[config.mk]
export PLATFORM = sky130hd
export DESIGN_NAME = slave_bus_ctrl_flat
export DESIGN_NICKNAME = d
export VERILOG_FILES = /design/src/rtl/slave_bus_pkg.sv /design/src/rtl/slave_bus_ctrl_if.sv /design/src/rtl/slave_wait_cnt.sv /design/src/rtl/slave_bus_ctrl.sv /design/src/flat_wrapper.sv
export SDC_FILE = /design/constraint.sdc
export NUM_CORES = 1
export LEC_CHECK = 0
export BUFFER_PORTS_ARGS = -buffer_cell sky130_fd_sc_hd__buf_2
export CAP_MARGIN = 20
export CORE_ASPECT_RATIO = 1.2
export CORE_MARGIN = 2
export CORE_UTILIZATION = 46
export CTS_BUF_LIST = sky130_fd_sc_hd__clkbuf_16
export DETAILED_ROUTE_END_ITERATION = 12
export PLACE_DENSITY_LB_ADDON = 0.1
export SLEW_MARGIN = 20
export SYNTH_ARGS = -nofsm -noshare
export SYNTH_HDL_FRONTEND = slang
export SYNTH_SLANG_ARGS = --single-unit
[constraint.sdc]
create_clock -name CLK -period 1.9 [get_ports CLK]
set_input_delay 0.19 -clock CLK [delete_from_list [all_inputs] [get_ports CLK]]
set_output_delay 0.19 -clock CLK [all_outputs]
set_load 0.005 [all_outputs]
[src/rtl/slave_bus_pkg.sv]
// Shared types and constants for the Extended_DLX bus-slave card.
// Imported by the sequencer and its interface.
package slave_bus_pkg;

  typedef enum logic [1:0] {
    S_IDLE = 2'd0,
    S_WAIT = 2'd1,
    S_ACK  = 2'd2,
    S_REL  = 2'd3
  } state_t;

  localparam int AI_IDX_LSB = 0;
  localparam int AI_IDX_W   = 5;
  localparam int AI_MON_LSB = 5;
  localparam int AI_MON_W   = 2;
  localparam int AI_LAT_W   = 7;

  localparam logic [AI_LAT_W-1:0] CFG_ADDR = 7'h7F;

  localparam logic [AI_MON_W-1:0] MON_A = 2'b00;
  localparam logic [AI_MON_W-1:0] MON_B = 2'b01;
  localparam logic [AI_MON_W-1:0] MON_C = 2'b10;
  localparam logic [AI_MON_W-1:0] MON_D = 2'b11;

  function automatic logic is_cfg(
    input logic [AI_LAT_W-1:0] ai,
    input logic                wr_n
  );
    return (ai == CFG_ADDR) && !wr_n;
  endfunction

endpackage

[src/rtl/slave_bus_ctrl_if.sv]
// Bus-pin bundle between the backplane master and the slave sequencer.
// The master side drives the cycle, the slave side answers it.
interface slave_bus_ctrl_if #(
  parameter int DATA_W = 32,
  parameter int AI_W   = 10
);

  logic              CARDSEL;
  logic              WR_N;
  logic [AI_W-1:0]   AI;
  logic [DATA_W-1:0] DI;

  logic              SACK_N;
  logic [1:0]        MUX_SEL;
  logic              OUT_EN;
  logic              REG_WE;
  logic [4:0]        REG_ADDR;
  logic              BUSY;
  logic              ERR;

  modport master (
    output CARDSEL,
    output WR_N,
    output AI,
    output DI,
    input  SACK_N,
    input  MUX_SEL,
    input  OUT_EN,
    input  REG_WE,
    input  REG_ADDR,
    input  BUSY,
    input  ERR
  );

  modport slave (
    input  CARDSEL,
    input  WR_N,
    input  AI,
    input  DI,
    output SACK_N,
    output MUX_SEL,
    output OUT_EN,
    output REG_WE,
    output REG_ADDR,
    output BUSY,
    output ERR
  );

endinterface

[src/rtl/slave_wait_cnt.sv]
// Loadable saturating down-counter with zero/one flags.
// Used for wait states and for the post-ack timeout.
module slave_wait_cnt #(
  parameter int W = 3
) (
  input  logic         clk,
  input  logic         rst_n,
  input  logic         load,
  input  logic [W-1:0] load_val,
  input  logic         dec,
  output logic         zero,
  output logic         one
);

  logic [W-1:0] cnt;

  always_ff @(posedge clk or negedge rst_n) begin
    if (!rst_n) begin
      cnt <= '0;
    end else if (load) begin
      cnt <= load_val;
    end else if (dec && (cnt != '0)) begin
      cnt <= cnt - 1'b1;
    end
  end

  assign zero = (cnt == '0);
  assign one  = (cnt == W'(1));

endmodule

[src/rtl/slave_bus_ctrl.sv]
// Bus-cycle sequencer for the Extended_DLX slave card: decode,
// wait states, one-cycle acknowledge, write strobe and timeout.
import slave_bus_pkg::*;

module slave_bus_ctrl #(
  parameter int DATA_W   = 32,
  parameter int AI_W     = 10,
  parameter int WAIT_W   = 3,
  parameter int DEF_WAIT = 1,
  parameter int TMO      = 15
) (
  input  logic            CLK,
  input  logic            RESET_N,
  slave_bus_ctrl_if.slave bus
);

  localparam int TMO_W = $clog2(TMO + 1);

  localparam logic [WAIT_W-1:0] DEF_CFG = WAIT_W'(DEF_WAIT);
  // Loaded one short so ERR rises TMO cycles after the ack cycle.
  localparam logic [TMO_W-1:0]  TMO_LD  = TMO_W'(TMO - 1);

  state_t state;
  state_t nxt;

  logic [WAIT_W-1:0]   wait_cfg;
  logic [AI_LAT_W-1:0] ai_q;
  logic [AI_LAT_W-1:0] ai_nxt;
  logic                wr_n_q;
  logic                wr_n_nxt;

  logic latch;
  logic cnt_ld;
  logic cnt_dec;
  logic cnt_zero;
  logic cnt_one;
  logic tmo_ld;
  logic tmo_dec;
  logic tmo_zero;
  logic tmo_one;
  logic cfg_ld;
  logic err_set;

  logic sack_n_q;
  logic oe_q;
  logic we_q;
  logic busy_q;
  logic err_q;

  logic oe_nxt;
  logic we_nxt;

  slave_wait_cnt #(
    .W (WAIT_W)
  ) u_wait (
    .clk      (CLK),
    .rst_n    (RESET_N),
    .load     (cnt_ld),
    .load_val (wait_cfg),
    .dec      (cnt_dec),
    .zero     (cnt_zero),
    .one      (cnt_one)
  );

  slave_wait_cnt #(
    .W (TMO_W)
  ) u_tmo (
    .clk      (CLK),
    .rst_n    (RESET_N),
    .load     (tmo_ld),
    .load_val (TMO_LD),
    .dec      (tmo_dec),
    .zero     (tmo_zero),
    .one      (tmo_one)
  );

  always_comb begin
    nxt     = state;
    latch   = 1'b0;
    cnt_ld  = 1'b0;
    cnt_dec = 1'b0;
    tmo_ld  = 1'b0;
    tmo_dec = 1'b0;
    cfg_ld  = 1'b0;
    err_set = 1'b0;
    unique case (state)
      S_IDLE: begin
        if (bus.CARDSEL) begin
          latch  = 1'b1;
          cnt_ld = 1'b1;
          nxt    = (wait_cfg == '0) ? S_ACK : S_WAIT;
        end
      end
      S_WAIT: begin
        if (!bus.CARDSEL) begin
          nxt = S_IDLE;
        end else begin
          cnt_dec = 1'b1;
          if (cnt_one || cnt_zero) nxt = S_ACK;
        end
      end
      S_ACK: begin
        nxt    = S_REL;
        tmo_ld = 1'b1;
        cfg_ld = is_cfg(ai_q, wr_n_q);
      end
      S_REL: begin
        if (!bus.CARDSEL) begin
          nxt = S_IDLE;
        end else begin
          tmo_dec = 1'b1;
          err_set = tmo_one || tmo_zero;
        end
      end
    endcase
  end

  // Outputs are registered from next-state values, so they are glitch-free.
  always_comb begin
    ai_nxt   = latch ? bus.AI[AI_LAT_W-1:0] : ai_q;
    wr_n_nxt = latch ? bus.WR_N : wr_n_q;
    oe_nxt   = ((nxt == S_WAIT) || (nxt == S_ACK)) && wr_n_nxt;
    we_nxt   = (nxt == S_ACK) && !wr_n_nxt
               && !is_cfg(ai_nxt, wr_n_nxt);
  end

  always_ff @(posedge CLK or negedge RESET_N) begin
    if (!RESET_N) begin
      state    <= S_IDLE;
      ai_q     <= '0;
      wr_n_q   <= 1'b1;
      wait_cfg <= DEF_CFG;
      sack_n_q <= 1'b1;
      oe_q     <= 1'b0;
      we_q     <= 1'b0;
      busy_q   <= 1'b0;
      err_q    <= 1'b0;
    end else begin
      state    <= nxt;
      ai_q     <= ai_nxt;
      wr_n_q   <= wr_n_nxt;
      if (cfg_ld) wait_cfg <= bus.DI[WAIT_W-1:0];
      sack_n_q <= (nxt != S_ACK);
      oe_q     <= oe_nxt;
      we_q     <= we_nxt;
      busy_q   <= (nxt != S_IDLE);
      err_q    <= (err_q || err_set) && bus.CARDSEL;
    end
  end

  assign bus.SACK_N   = sack_n_q;
  assign bus.OUT_EN   = oe_q;
  assign bus.REG_WE   = we_q;
  assign bus.BUSY     = busy_q;
  assign bus.ERR      = err_q;
  assign bus.MUX_SEL  = ai_q[AI_MON_LSB +: AI_MON_W];
  assign bus.REG_ADDR = ai_q[AI_IDX_LSB +: AI_IDX_W];

endmodule

[src/flat_wrapper.sv]
// flat-port wrapper written by rule: the top's interface ports become plain ports
module slave_bus_ctrl_flat 
#(
  parameter int DATA_W   = 32,
  parameter int AI_W     = 10,
  parameter int WAIT_W   = 3,
  parameter int DEF_WAIT = 1,
  parameter int TMO      = 15
)
  (CLK, RESET_N, bus_CARDSEL, bus_WR_N, bus_AI, bus_DI, bus_SACK_N, bus_MUX_SEL, bus_OUT_EN, bus_REG_WE, bus_REG_ADDR, bus_BUSY, bus_ERR);
  slave_bus_ctrl_if #(.DATA_W(DATA_W), .AI_W(AI_W)) bus_i ();
  input  logic CLK;
  input  logic RESET_N;
  input wire logic [$bits(bus_i.CARDSEL)-1:0] bus_CARDSEL;
  input wire logic [$bits(bus_i.WR_N)-1:0] bus_WR_N;
  input wire logic [$bits(bus_i.AI)-1:0] bus_AI;
  input wire logic [$bits(bus_i.DI)-1:0] bus_DI;
  output wire logic [$bits(bus_i.SACK_N)-1:0] bus_SACK_N;
  output wire logic [$bits(bus_i.MUX_SEL)-1:0] bus_MUX_SEL;
  output wire logic [$bits(bus_i.OUT_EN)-1:0] bus_OUT_EN;
  output wire logic [$bits(bus_i.REG_WE)-1:0] bus_REG_WE;
  output wire logic [$bits(bus_i.REG_ADDR)-1:0] bus_REG_ADDR;
  output wire logic [$bits(bus_i.BUSY)-1:0] bus_BUSY;
  output wire logic [$bits(bus_i.ERR)-1:0] bus_ERR;
  assign bus_i.CARDSEL = bus_CARDSEL;
  assign bus_i.WR_N = bus_WR_N;
  assign bus_i.AI = bus_AI;
  assign bus_i.DI = bus_DI;
  assign bus_SACK_N = bus_i.SACK_N;
  assign bus_MUX_SEL = bus_i.MUX_SEL;
  assign bus_OUT_EN = bus_i.OUT_EN;
  assign bus_REG_WE = bus_i.REG_WE;
  assign bus_REG_ADDR = bus_i.REG_ADDR;
  assign bus_BUSY = bus_i.BUSY;
  assign bus_ERR = bus_i.ERR;
  slave_bus_ctrl #(.DATA_W(DATA_W), .AI_W(AI_W), .WAIT_W(WAIT_W), .DEF_WAIT(DEF_WAIT), .TMO(TMO)) u_core (.CLK(CLK), .RESET_N(RESET_N), .bus(bus_i));
endmodule
==> results of run 1 <==
-- worst max-delay path: cells and delay by family, from the launching register on --
family	cells	cell delay, ps
AO/OA/AOI/OAI	2	290
AND/OR/NAND/NOR	2	710
flip-flops	1	390
adder cells (fa/ha/maj)	1	290
-- power by group --
group          switching (mW)  leakage [nW]  total [mW]  internal [mW]
Combinational           0.476         0.386       0.947          0.471
Sequential              0.183         0.292       0.951          0.768
Clock                   0.178        0.0409       0.462          0.283
Total                   0.837         0.719        2.36           1.52
-- placed cells by master, fill, tap and decap left out, types with 2 or more instances in the layout --
master     instances
mux2_2            10
dfstp_2            3
buf_2             25
a21oi_1            5
nor3_1             2
inv_1              9
dfrtp_1           22
o22a_1             2
a31oi_1            2
o211ai_1           3
nor2_1             3
nor2b_1            3
nand4_1            2
nand3_1            4
mux2i_1            3
and3_1             2
clkbuf_16          3
nand2b_1           2
o22ai_1            3
ha_1               8
-- kinds of logic (layout without fill, tap and decap cells) --
logic type / after synthesis / after routing
compound gates: 25 / 25
fa+ha+maj: 8 / 8
buf+inv: 15 / 40
flops: 25 / 25
mux: 13 / 13
simple gates: 27 / 27
-- per-stage QoR --
step	total power [mW]	area, sq um	cells	worst slack [ps]
finish	2.36	1530	172	123
global route	2.56	1530	172	-2.09
CTS	2.38	1520	172	88.9
detailed placement	1.90	1430	167	98.9
global placement	1.86	1430	167	106
floorplan	1.62	1290	113	190
-- area by class of cell --
type,count,area [sq um]
clock buffers,3,75.1
flip-flops and latches,25,629
inverters,9,33.8
clock inverters,1,5.00
repair buffers,27,143
multi-input cells,73,599
well taps,34,42.5
fillers,253,1200
-- final timing paths --
| check | slack [ps] | start | end |
|---|---|---|---|
| worst max-delay path | 120 | u_core.wait_cfg[1]$_DFFE_PN0P_ | u_core.bus.OUT_EN$_DFF_PN0_ |
| worst min-delay path | 170 | bus_DI[1] | u_core.wait_cfg[1]$_DFFE_PN0P_ |
| worst max register to register | 120 | u_core.wait_cfg[1]$_DFFE_PN0P_ | u_core.bus.OUT_EN$_DFF_PN0_ |
| worst min register to register | 490 | u_core.bus.ERR$_DFF_PN0_ | u_core.bus.ERR$_DFF_PN0_ |
| max in group asynchronous | 1080 | RESET_N | u_core.wait_cfg[0]$_DFFE_PN1P_ |
| min in group asynchronous | 440 | RESET_N | u_core.bus.BUSY$_DFF_PN0_ |
-- routing by layer --
layer / routed length, um / share of wire [%] / vias to the layer above / global-route usage [%]
met5: 0 / 0 / - / 0
met4: 39 / 1.6 / 0 / 6.59
met3: 79 / 3.3 / 5 / 2.87
met2: 1220 / 51 / 16 / 29.1
met1: 1060 / 44 / 461 / 20.8
li1: - / - / 455 / -
-- state kept, by name (all words and copies together) (netlist names) --
| name | cells |
|---|---|
| u_core.wait_cfg | 3 |
| u_core.bus.ERR | 1 |
| u_core.ai_q | 7 |
| u_core.bus.OUT_EN | 1 |
| u_core.state | 2 |
| u_core.bus.SACK_N | 1 |
| u_core.u_wait.cnt | 3 |
| u_core.u_tmo.cnt | 4 |
| u_core.wr_n_q | 1 |
| u_core.bus.BUSY | 1 |
| u_core.bus.REG_WE | 1 |
-- repair_timing --
| action | CTS | global route |
|---|---|---|
| setup endpoints to repair | 0 | 1 |
| gates resized for setup | 0 | 1 |
| hold endpoints to repair | 22 | 0 |
| hold buffers | 1 | 0 |
==> results.ini, run 1 <==
[synth]
synthAdderAreaFrac_pct = 7.77
synth-edff-count = 0
ys_warn_count = 0
seq_area_frac_synth_pct = 48.8
synth-simple-area-share_pct = 14.1
yosysTopAreaCellShare_pct = 42.7
syn-instance-count = 113
post_synth_instance_area_sq_mm = 0.00129
syn_area_per_cell_sq_um = 11.4
syn-num-nets = 167
synthTopCellsByArea = dfrtp_1 (43%), mux2_2 (8.7%), ha_1 (7.8%)
synth_top_area_cell = dfrtp_1
ys_ff_latch = 25
synth_top_family_by_area = simple AND/OR/NAND/NOR gates
netlist_top_cells_count = dfrtp_1 (22), mux2_2 (10), inv_1 (9), ha_1 (8), a21oi_1 (5)
synth_compound_area_share_pct = 13.1
netlist-cell-type-count = 39
ys_async_sr_fraction_pct = 100
muxShareOfSynthArea_pct = 11.1
post-synth-top-count-cell = dfrtp_1
ys.flop_type = dfrtp_1
synth_xor_area_share_pct = 0

[worst_setup_path]
cp-end-kind = flop
start_kind = flop
cpPeakStageDelay_ps = 570
cp_max_fo = 3
worstPathArrival_ps = 1930
worstSetupPathType = reg -> reg
crit_slowest_cell = or4_1
crit_chain = or4_1 -> o31ai_1 -> o22ai_1 -> ha_1 -> and2_1
required_ps = 2050
ff2ff_path_depth = 5

[die]
initial_core_util_pct = 47.2
chipWidth_um = 52.3
ios = 58
placeableCoreArea_sq_mm = 0.00273
rows = 21
dieArea_sq_mm = 0.00324
die_h_um = 62.0

[layout]
diodes = 0
nets = 193
final_util_pct = 55.9
syn_to_final_growth_pct = 18.5
layout-drive-gt1-share_pct = 34.1

[placed_design]
portBuffers = 25
dp_hpwl_mm = 1.80
gp_congestion = 0.750

[routing]
drc_errors = 0
wl_per_cell_um = 13.9
wirelength_mm = 2.39
vias = 937
via_per_inst = 5.45
drt_iter0_drc = 18
drt_first_pass_iters = 4
ant_nets = 0

[job]
cap_violations = 0

[hold_path]
hold_class = in -> reg
holdPathStages = 2

[clocking]
numCtsBuffers = 3
root_buffer = clkbuf_16
cts_post_setup_buffers_inserted = 0
h-tree-depth = 1
clk_latency_ps = 260
cts.sinks = 25
cts_tree = yes
max-clock-path-buffers = 2
clk_pin_slew_ps = 60

[grt]
grt_pass1_wl_mm = 4.01
grt_start_max_net_pins = 26
grt_util_all_layers_pct = 16.7
gr-total-overflow = 0
grt_pass1_vias = 937
antenna_found_initial = 0

[status]
status = finished clean

[sta]
min_period_over_period_pct = 93.5
finalHoldViolations = 0
tns_ps = 0
hold_slack_ps = 166
relSlewSlack_pct = 63.7
min_period_ps = 1780
worst_pin_slew_ps = 544
fin_skew_ps = 3.20
drv_slew = 0
finalSetupViolCount = 0
timing.fmax_ghz = 0.563

[power_and_ir_drop]
ir_worst_vdd_v = 0.000863
p_leak_nw = 0.719
power_density_mw_per_mm2 = 1540

Power figures use the tool's default switching activity.
==> inputs of run 2 (changes only) <==
Settings changed: ABC_CLOCK_PERIOD_IN_PS from default to 1900, MAX_ROUTING_LAYER from default to met4.
==> results.ini, run 2 (same netlist as run 1, synthesis figures left out) <==
[layout]
final_util_pct = 55.9  ; unchanged
syn_to_final_growth_pct = 18.5  ; unchanged
top_register = u_core.ai_q
final_common_cell = buf_2
stdcell_count = 172  ; unchanged
final_cell_mix = buf_2 (25), dfrtp_1 (22), mux2_2 (10)
reg_top3 = u_core.ai_q: 7 flops, u_core.u_tmo.cnt: 4 flops
largest_register_ffs = 7  ; unchanged
num-fill-cells = 253  ; unchanged
diodes = 0  ; unchanged
nets = 193  ; unchanged
layout-drive-gt1-share_pct = 34.1  ; unchanged

[placed_design]
dp_hpwl_mm = 1.80  ; unchanged
gp_congestion = 0.760  ; +1.3%
portBuffers = 25  ; unchanged
place_inst = 167  ; unchanged

[worst_setup_path]
start_kind = flop
worstSetupPathType = reg -> reg
cp_max_fo = 3  ; unchanged
cpPeakStageDelay_ps = 570  ; about the same
worstPathBufferInverterCount = 0  ; unchanged
required_ps = 2050  ; about the same
cp-end-kind = flop
worstPathArrival_ps = 1920  ; about the same
crit_chain = or4_1 -> o31ai_1 -> o22ai_1 -> ha_1 -> and2_1
cp_top_family = simple AND/OR/NAND/NOR gates
crit_slowest_cell = or4_1

[hold_path]
hold_class = in -> reg

[routing]
vias = 940  ; +0.32%
drt_iter0_drc = 10  ; -8
ant_nets = 0  ; unchanged
drc_errors = 0  ; unchanged
wirelength_mm = 2.38  ; -0.58%
drt_first_pass_iters = 4  ; unchanged
via_per_inst = 5.47  ; +0.32%
wl_per_cell_um = 13.8  ; -0.58%

[clocking]
numCtsBuffers = 3  ; unchanged
cts_post_setup_buffers_inserted = 0  ; unchanged
h-tree-depth = 1  ; unchanged
cts_tree = yes
clk_latency_ps = 260  ; about the same
cts.sinks = 25  ; unchanged
clk_pin_slew_ps = 60  ; about the same
root_buffer = clkbuf_16
max-clock-path-buffers = 2  ; unchanged

[status]
status = finished clean

[die]
die_h_um = 62.0  ; unchanged
rows = 21  ; unchanged
dieArea_sq_mm = 0.00324  ; unchanged
chipWidth_um = 52.3  ; unchanged
initial_core_util_pct = 47.2  ; unchanged
ios = 58  ; unchanged
placeableCoreArea_sq_mm = 0.00273  ; unchanged

[sta]
relSlewSlack_pct = 63.9  ; +0.17 points
tns_ps = 0  ; unchanged
min_period_ps = 1770  ; -5.28 ps
hold_slack_ps = 166  ; -0.134 ps
worst_pin_slew_ps = 542  ; -2.52 ps
fin_skew_ps = 3.16  ; -0.0340 ps
finalHoldViolations = 0  ; unchanged
finalSetupViolCount = 0  ; unchanged
timing.fmax_ghz = 0.564  ; +0.30%
min_period_over_period_pct = 93.2  ; -0.28 points
drv_slew = 0  ; unchanged

[power_and_ir_drop]
power_density_mw_per_mm2 = 1540  ; about the same
finalPower_mw = 2.36  ; about the same
ir_worst_vdd_v = 0.000863  ; about the same
p_leak_nw = 0.719  ; unchanged

[grt]
antenna_found_initial = 0  ; unchanged
grt_pass1_wl_mm = 4.02  ; +0.17%
grt_util_all_layers_pct = 17.3  ; +0.58 points
grt_pass1_vias = 937  ; unchanged
grt_start_max_net_pins = 26  ; unchanged
gr-total-overflow = 0  ; unchanged

[job]
cap_violations = 0  ; unchanged

-- run 2: cell type report --
| class | instances | area (sq um) | share of cell area, % |
|---|---|---|---|
| Timing Repair Buffer | 27 | 143 | 9.34 |
| Multi-Input combinational cell | 73 | 599 | 39.2 |
| Tap cell | 34 | 42.5 | 2.78 |
| Sequential cell | 25 | 629 | 41.2 |
| Inverter | 9 | 33.8 | 2.21 |
| Clock buffer | 3 | 75.1 | 4.91 |
| Clock inverter | 1 | 5.00 | 0.328 |
-- run 2: repair_timing --
action / CTS / global route
endpoints found under the setup margin: 0 / 1
endpoints found under the hold margin: 22 / 0
gates resized for setup: 0 / 1
hold buffers: 1 / 0
-- run 2: per-stage QoR --
step           cell area, sq um  setup slack [ps]
2_1_floorplan              1290               190
3_3_place_gp               1430               106
3_5_place_dp               1430              98.9
4_1_cts                    1520              88.9
5_1_grt                    1530             -2.09
6_report                   1530               128
-- run 2: worst reg2reg max path, cell delays in order (launching register included) --
cell and delay, ps:
dfrtp_1 390, or4_1 570, o31ai_1 120, o22ai_1 160
ha_1 290, and2_1 140
-- run 2: per-layer routing --
layer | part of all wire [%] | track usage, % | vias up | wire, um
met5 | 0 | - | - | 0
met4 | 1.6 | 6.59 | 0 | 39
met3 | 3.3 | 2.87 | 5 | 79
met2 | 51 | 29.1 | 16 | 1220
met1 | 44 | 20.9 | 463 | 1040
li1 | - | - | 456 | -
-- run 2: path summary, 6_finish.rpt --
kind,startpoint,to,slack [ps],cells past startpoint
worst max-delay path,u_core.wait_cfg[1]$_DFFE_PN0P_,u_core.bus.OUT_EN$_DFF_PN0_,130,5
worst min-delay path,bus_DI[1],u_core.wait_cfg[1]$_DFFE_PN0P_,170,2
worst max register to register,u_core.wait_cfg[1]$_DFFE_PN0P_,u_core.bus.OUT_EN$_DFF_PN0_,130,5
worst min register to register,u_core.bus.ERR$_DFF_PN0_,u_core.bus.ERR$_DFF_PN0_,490,1
max in group asynchronous,RESET_N,u_core.wait_cfg[0]$_DFFE_PN1P_,1080,2
min in group asynchronous,RESET_N,u_core.bus.BUSY$_DFF_PN0_,440,2
-- run 2: where the power goes --
part | internal (mW) | leakage, nW | total [mW] | switching, mW
clock | 0.283 | 0.0409 | 0.462 | 0.178
combinational | 0.471 | 0.386 | 0.945 | 0.474
sequential | 0.768 | 0.292 | 0.951 | 0.183
total | 1.52 | 0.719 | 2.36 | 0.836
==> inputs of run 3 (changes only) <==
Settings changed: ABC_AREA from default to 1.
==> results.ini, run 3 <==
[clocking]
clk_latency_ps = 260  ; about the same
holdBufCountCts = 1  ; unchanged
h-tree-depth = 1  ; unchanged
cts_post_setup_buffers_inserted = 0  ; unchanged
cts.sinks = 25  ; unchanged
max-clock-path-buffers = 2  ; unchanged
cts_tree = yes
clk_pin_slew_ps = 60  ; about the same
root_buffer = clkbuf_16
cts_resized = 0  ; unchanged
numCtsBuffers = 3  ; unchanged

[synth]
synth-edff-count = 0  ; unchanged
yosysTopAreaCellShare_pct = 43.3  ; +0.59 points
post_synth_instance_area_sq_mm = 0.00127  ; -1.4%
post-synth-top-count-cell = nand2_1
syn-instance-count = 140  ; +24%
synthTopCellsByArea = dfrtp_1 (43%), nand2_1 (8.6%), ha_1 (7.9%)
seq_area_frac_synth_pct = 49.5  ; +0.67 points
synth_top_area_cell = dfrtp_1
ys_ff_latch = 25  ; unchanged
syn-num-nets = 194  ; +16%
syn_area_per_cell_sq_um = 9.08  ; -20%
ys_warn_count = 0  ; unchanged
ys.flop_type = dfrtp_1
ys_async_sr_fraction_pct = 100  ; unchanged
netlist_top_cells_count = nand2_1 (29), dfrtp_1 (22), inv_1 (22), nand3_1 (14), nor2_1 (10)
netlist-cell-type-count = 24  ; -38%

[layout]
layout-drive-gt1-share_pct = 23.1  ; -11 points
diodes = 0  ; unchanged
nets = 224  ; +16%
final_cell_mix = nand2_1 (29), buf_2 (25), inv_1 (23)
num-fill-cells = 232  ; -8.3%
final_area_sq_mm = 0.00151  ; -1.5%
multi_input_area_sq_um = 531  ; -11%
final_util_pct = 58.4  ; +2.5 points
top_register = u_core.ai_q
reg_top3 = u_core.ai_q: 7 flops, u_core.u_tmo.cnt: 4 flops
largest_register_ffs = 7  ; unchanged
seq_area_sq_um = 629  ; unchanged
final_common_cell = nand2_1
syn_to_final_growth_pct = 18.4

[worst_setup_path]
crit_chain = inv_1 -> nor2_1 -> inv_1 -> nand2_1 -> o21ai_0 -> o21ai_2 -> inv_1 -> ha_1 -> inv_1 -> nor2_1
crit_slowest_cell = dfrtp_1
required_ps = 2050  ; about the same
cpPeakStageDelay_ps = 400  ; -170 ps
worstPathArrival_ps = 1820  ; -100 ps
rrSetupSlack_ps = 240  ; +110 ps
cp_max_fo = 5  ; +2
worstSetupPathType = reg -> reg
ff2ff_path_depth = 10  ; +5
start_kind = flop
reg2reg_to = u_core.bus.OUT_EN$_DFF_PN0_
cp-end-kind = flop
r2r_start = u_core.state[1]$_DFF_PN0_
path_common_cell = inv_1

[power_and_ir_drop]
power_density_mw_per_mm2 = 1520  ; -1.6%
finalPower_mw = 2.29  ; -3.1%
ir_worst_vdd_v = 0.000964  ; +12%
p_leak_nw = 0.805  ; +12%

[sta]
min_period_over_period_pct = 87.6  ; -5.6 points
relSlewSlack_pct = 62.4  ; -1.5 points
rsz0062_at_grt = false
timing.fmax_ghz = 0.601  ; +6.4%
drv_slew = 0  ; unchanged
worst_pin_slew_ps = 564  ; +22.7 ps
tns_ps = 0  ; unchanged
min_period_ps = 1660  ; -107 ps
hold_slack_ps = 154  ; -12.3 ps
fin_skew_ps = 2.85  ; -0.309 ps
finalSetupViolCount = 0  ; unchanged
finalHoldViolations = 0  ; unchanged

[grt]
grt_start_max_net_pins = 26  ; unchanged
gr-total-overflow = 0  ; unchanged
antenna_found_initial = 0  ; unchanged
grt_pass1_vias = 931  ; -0.64%
grt_util_all_layers_pct = 18.6  ; +1.2 points
grt_pass1_wl_mm = 4.09  ; +1.9%

[placed_design]
place_area_sq_mm = 0.00142  ; -1.0%
dp_hpwl_mm = 1.77  ; -1.6%
portBuffers = 25  ; unchanged
gp_congestion = 0.745  ; -1.9%

[hold_path]
hold_start = bus_AI[6]
hold_class = in -> reg
min_to = u_core.ai_q[6]$_DFF_PN0_
holdPathStages = 3  ; +1

[die]
ios = 58  ; unchanged
placeableCoreArea_sq_mm = 0.00258  ; -5.7%
rows = 20  ; -4.8%
initial_core_util_pct = 49.3  ; +2.2 points
dieArea_sq_mm = 0.00320  ; -1.3%
chipWidth_um = 52.0  ; -0.63%
die_h_um = 61.6  ; -0.64%

[routing]
via_per_inst = 4.83  ; -12%
drt_first_pass_iters = 2  ; -2
wirelength_mm = 2.38  ; about the same
wl_per_cell_um = 11.8  ; -15%
ant_nets = 0  ; unchanged
drc_errors = 0  ; unchanged
vias = 975  ; +3.7%
drt_iter0_drc = 13  ; +3

[status]
status = finished clean

[job]
cap_violations = 0  ; unchanged

run 3: where the power goes:
| part | total, mW | switching (mW) | internal, mW |
|---|---|---|---|
| registers | 0.887 | 0.138 | 0.749 |
| logic | 0.927 | 0.555 | 0.372 |
| clock network | 0.471 | 0.189 | 0.282 |
| total | 2.29 | 0.882 | 1.40 |
run 3: per-layer routing:
metal  part of all wire [%]  wire, um  vias up  global-route usage, %
met5                      0         0        -                      -
li1                       -         -      507                      -
met4                    2.4        57        0                   12.0
met1                     45      1060      446                   21.1
met3                    3.3        79        6                   3.64
met2                     50      1180       16                   29.8
run 3: worst max path at each step:
| stage | startpoint | end | slack [ps] | depth (start not counted) |
|---|---|---|---|---|
| 2_1_floorplan | u_core.state[1]$_DFF_PN0_ | u_core.bus.OUT_EN$_DFF_PN0_ | 410 | 8 |
| 3_3_place_gp | u_core.state[1]$_DFF_PN0_ | u_core.bus.OUT_EN$_DFF_PN0_ | 270 | 10 |
| 3_5_place_dp | u_core.state[1]$_DFF_PN0_ | u_core.bus.OUT_EN$_DFF_PN0_ | 260 | 10 |
| 4_1_cts | u_core.state[1]$_DFF_PN0_ | u_core.bus.OUT_EN$_DFF_PN0_ | 210 | 10 |
| 5_1_grt | u_core.state[1]$_DFF_PN0_ | u_core.bus.OUT_EN$_DFF_PN0_ | 50 | 10 |
| 6_report | u_core.state[1]$_DFF_PN0_ | u_core.bus.OUT_EN$_DFF_PN0_ | 240 | 10 |
run 3: metrics by stage:
| step | worst slack, ps | instances |
|---|---|---|
| 2_1_floorplan | 414 | 140 |
| 3_3_place_gp | 271 | 197 |
| 3_5_place_dp | 264 | 197 |
| 4_1_cts | 215 | 202 |
| 5_1_grt | 52.3 | 202 |
| 6_report | 236 | 202 |
run 3: cells by family after synthesis:
kind of cell | after synthesis | share of synthesized area, %
XOR/XNOR | 1 | 0.689
flip-flops | 25 | 49.5
adder cells (fa/ha/maj) | 8 | 7.87
AND/OR/NAND/NOR | 62 | 22.9
buffers and inverters | 24 | 8.76
AO/OA/AOI/OAI | 20 | 10.2
run 3: cell type report:
type | instances | share of cell area [%]
well taps | 33 | 2.74
flip-flops and latches | 25 | 41.8
inverters | 22 | 5.49
repair buffers | 27 | 9.48
multi-input cells | 91 | 35.2
clock inverters | 1 | 0.249
clock buffers | 3 | 4.99
run 3: critical path: cells and delay by family (launching register included):
family,cells,cell delay [ps]
DFF,1,400
buffers and inverters,4,380
and+or+nand+nor,3,300
adders and majority gates,1,290
AOI/OAI and AO/OA,2,200
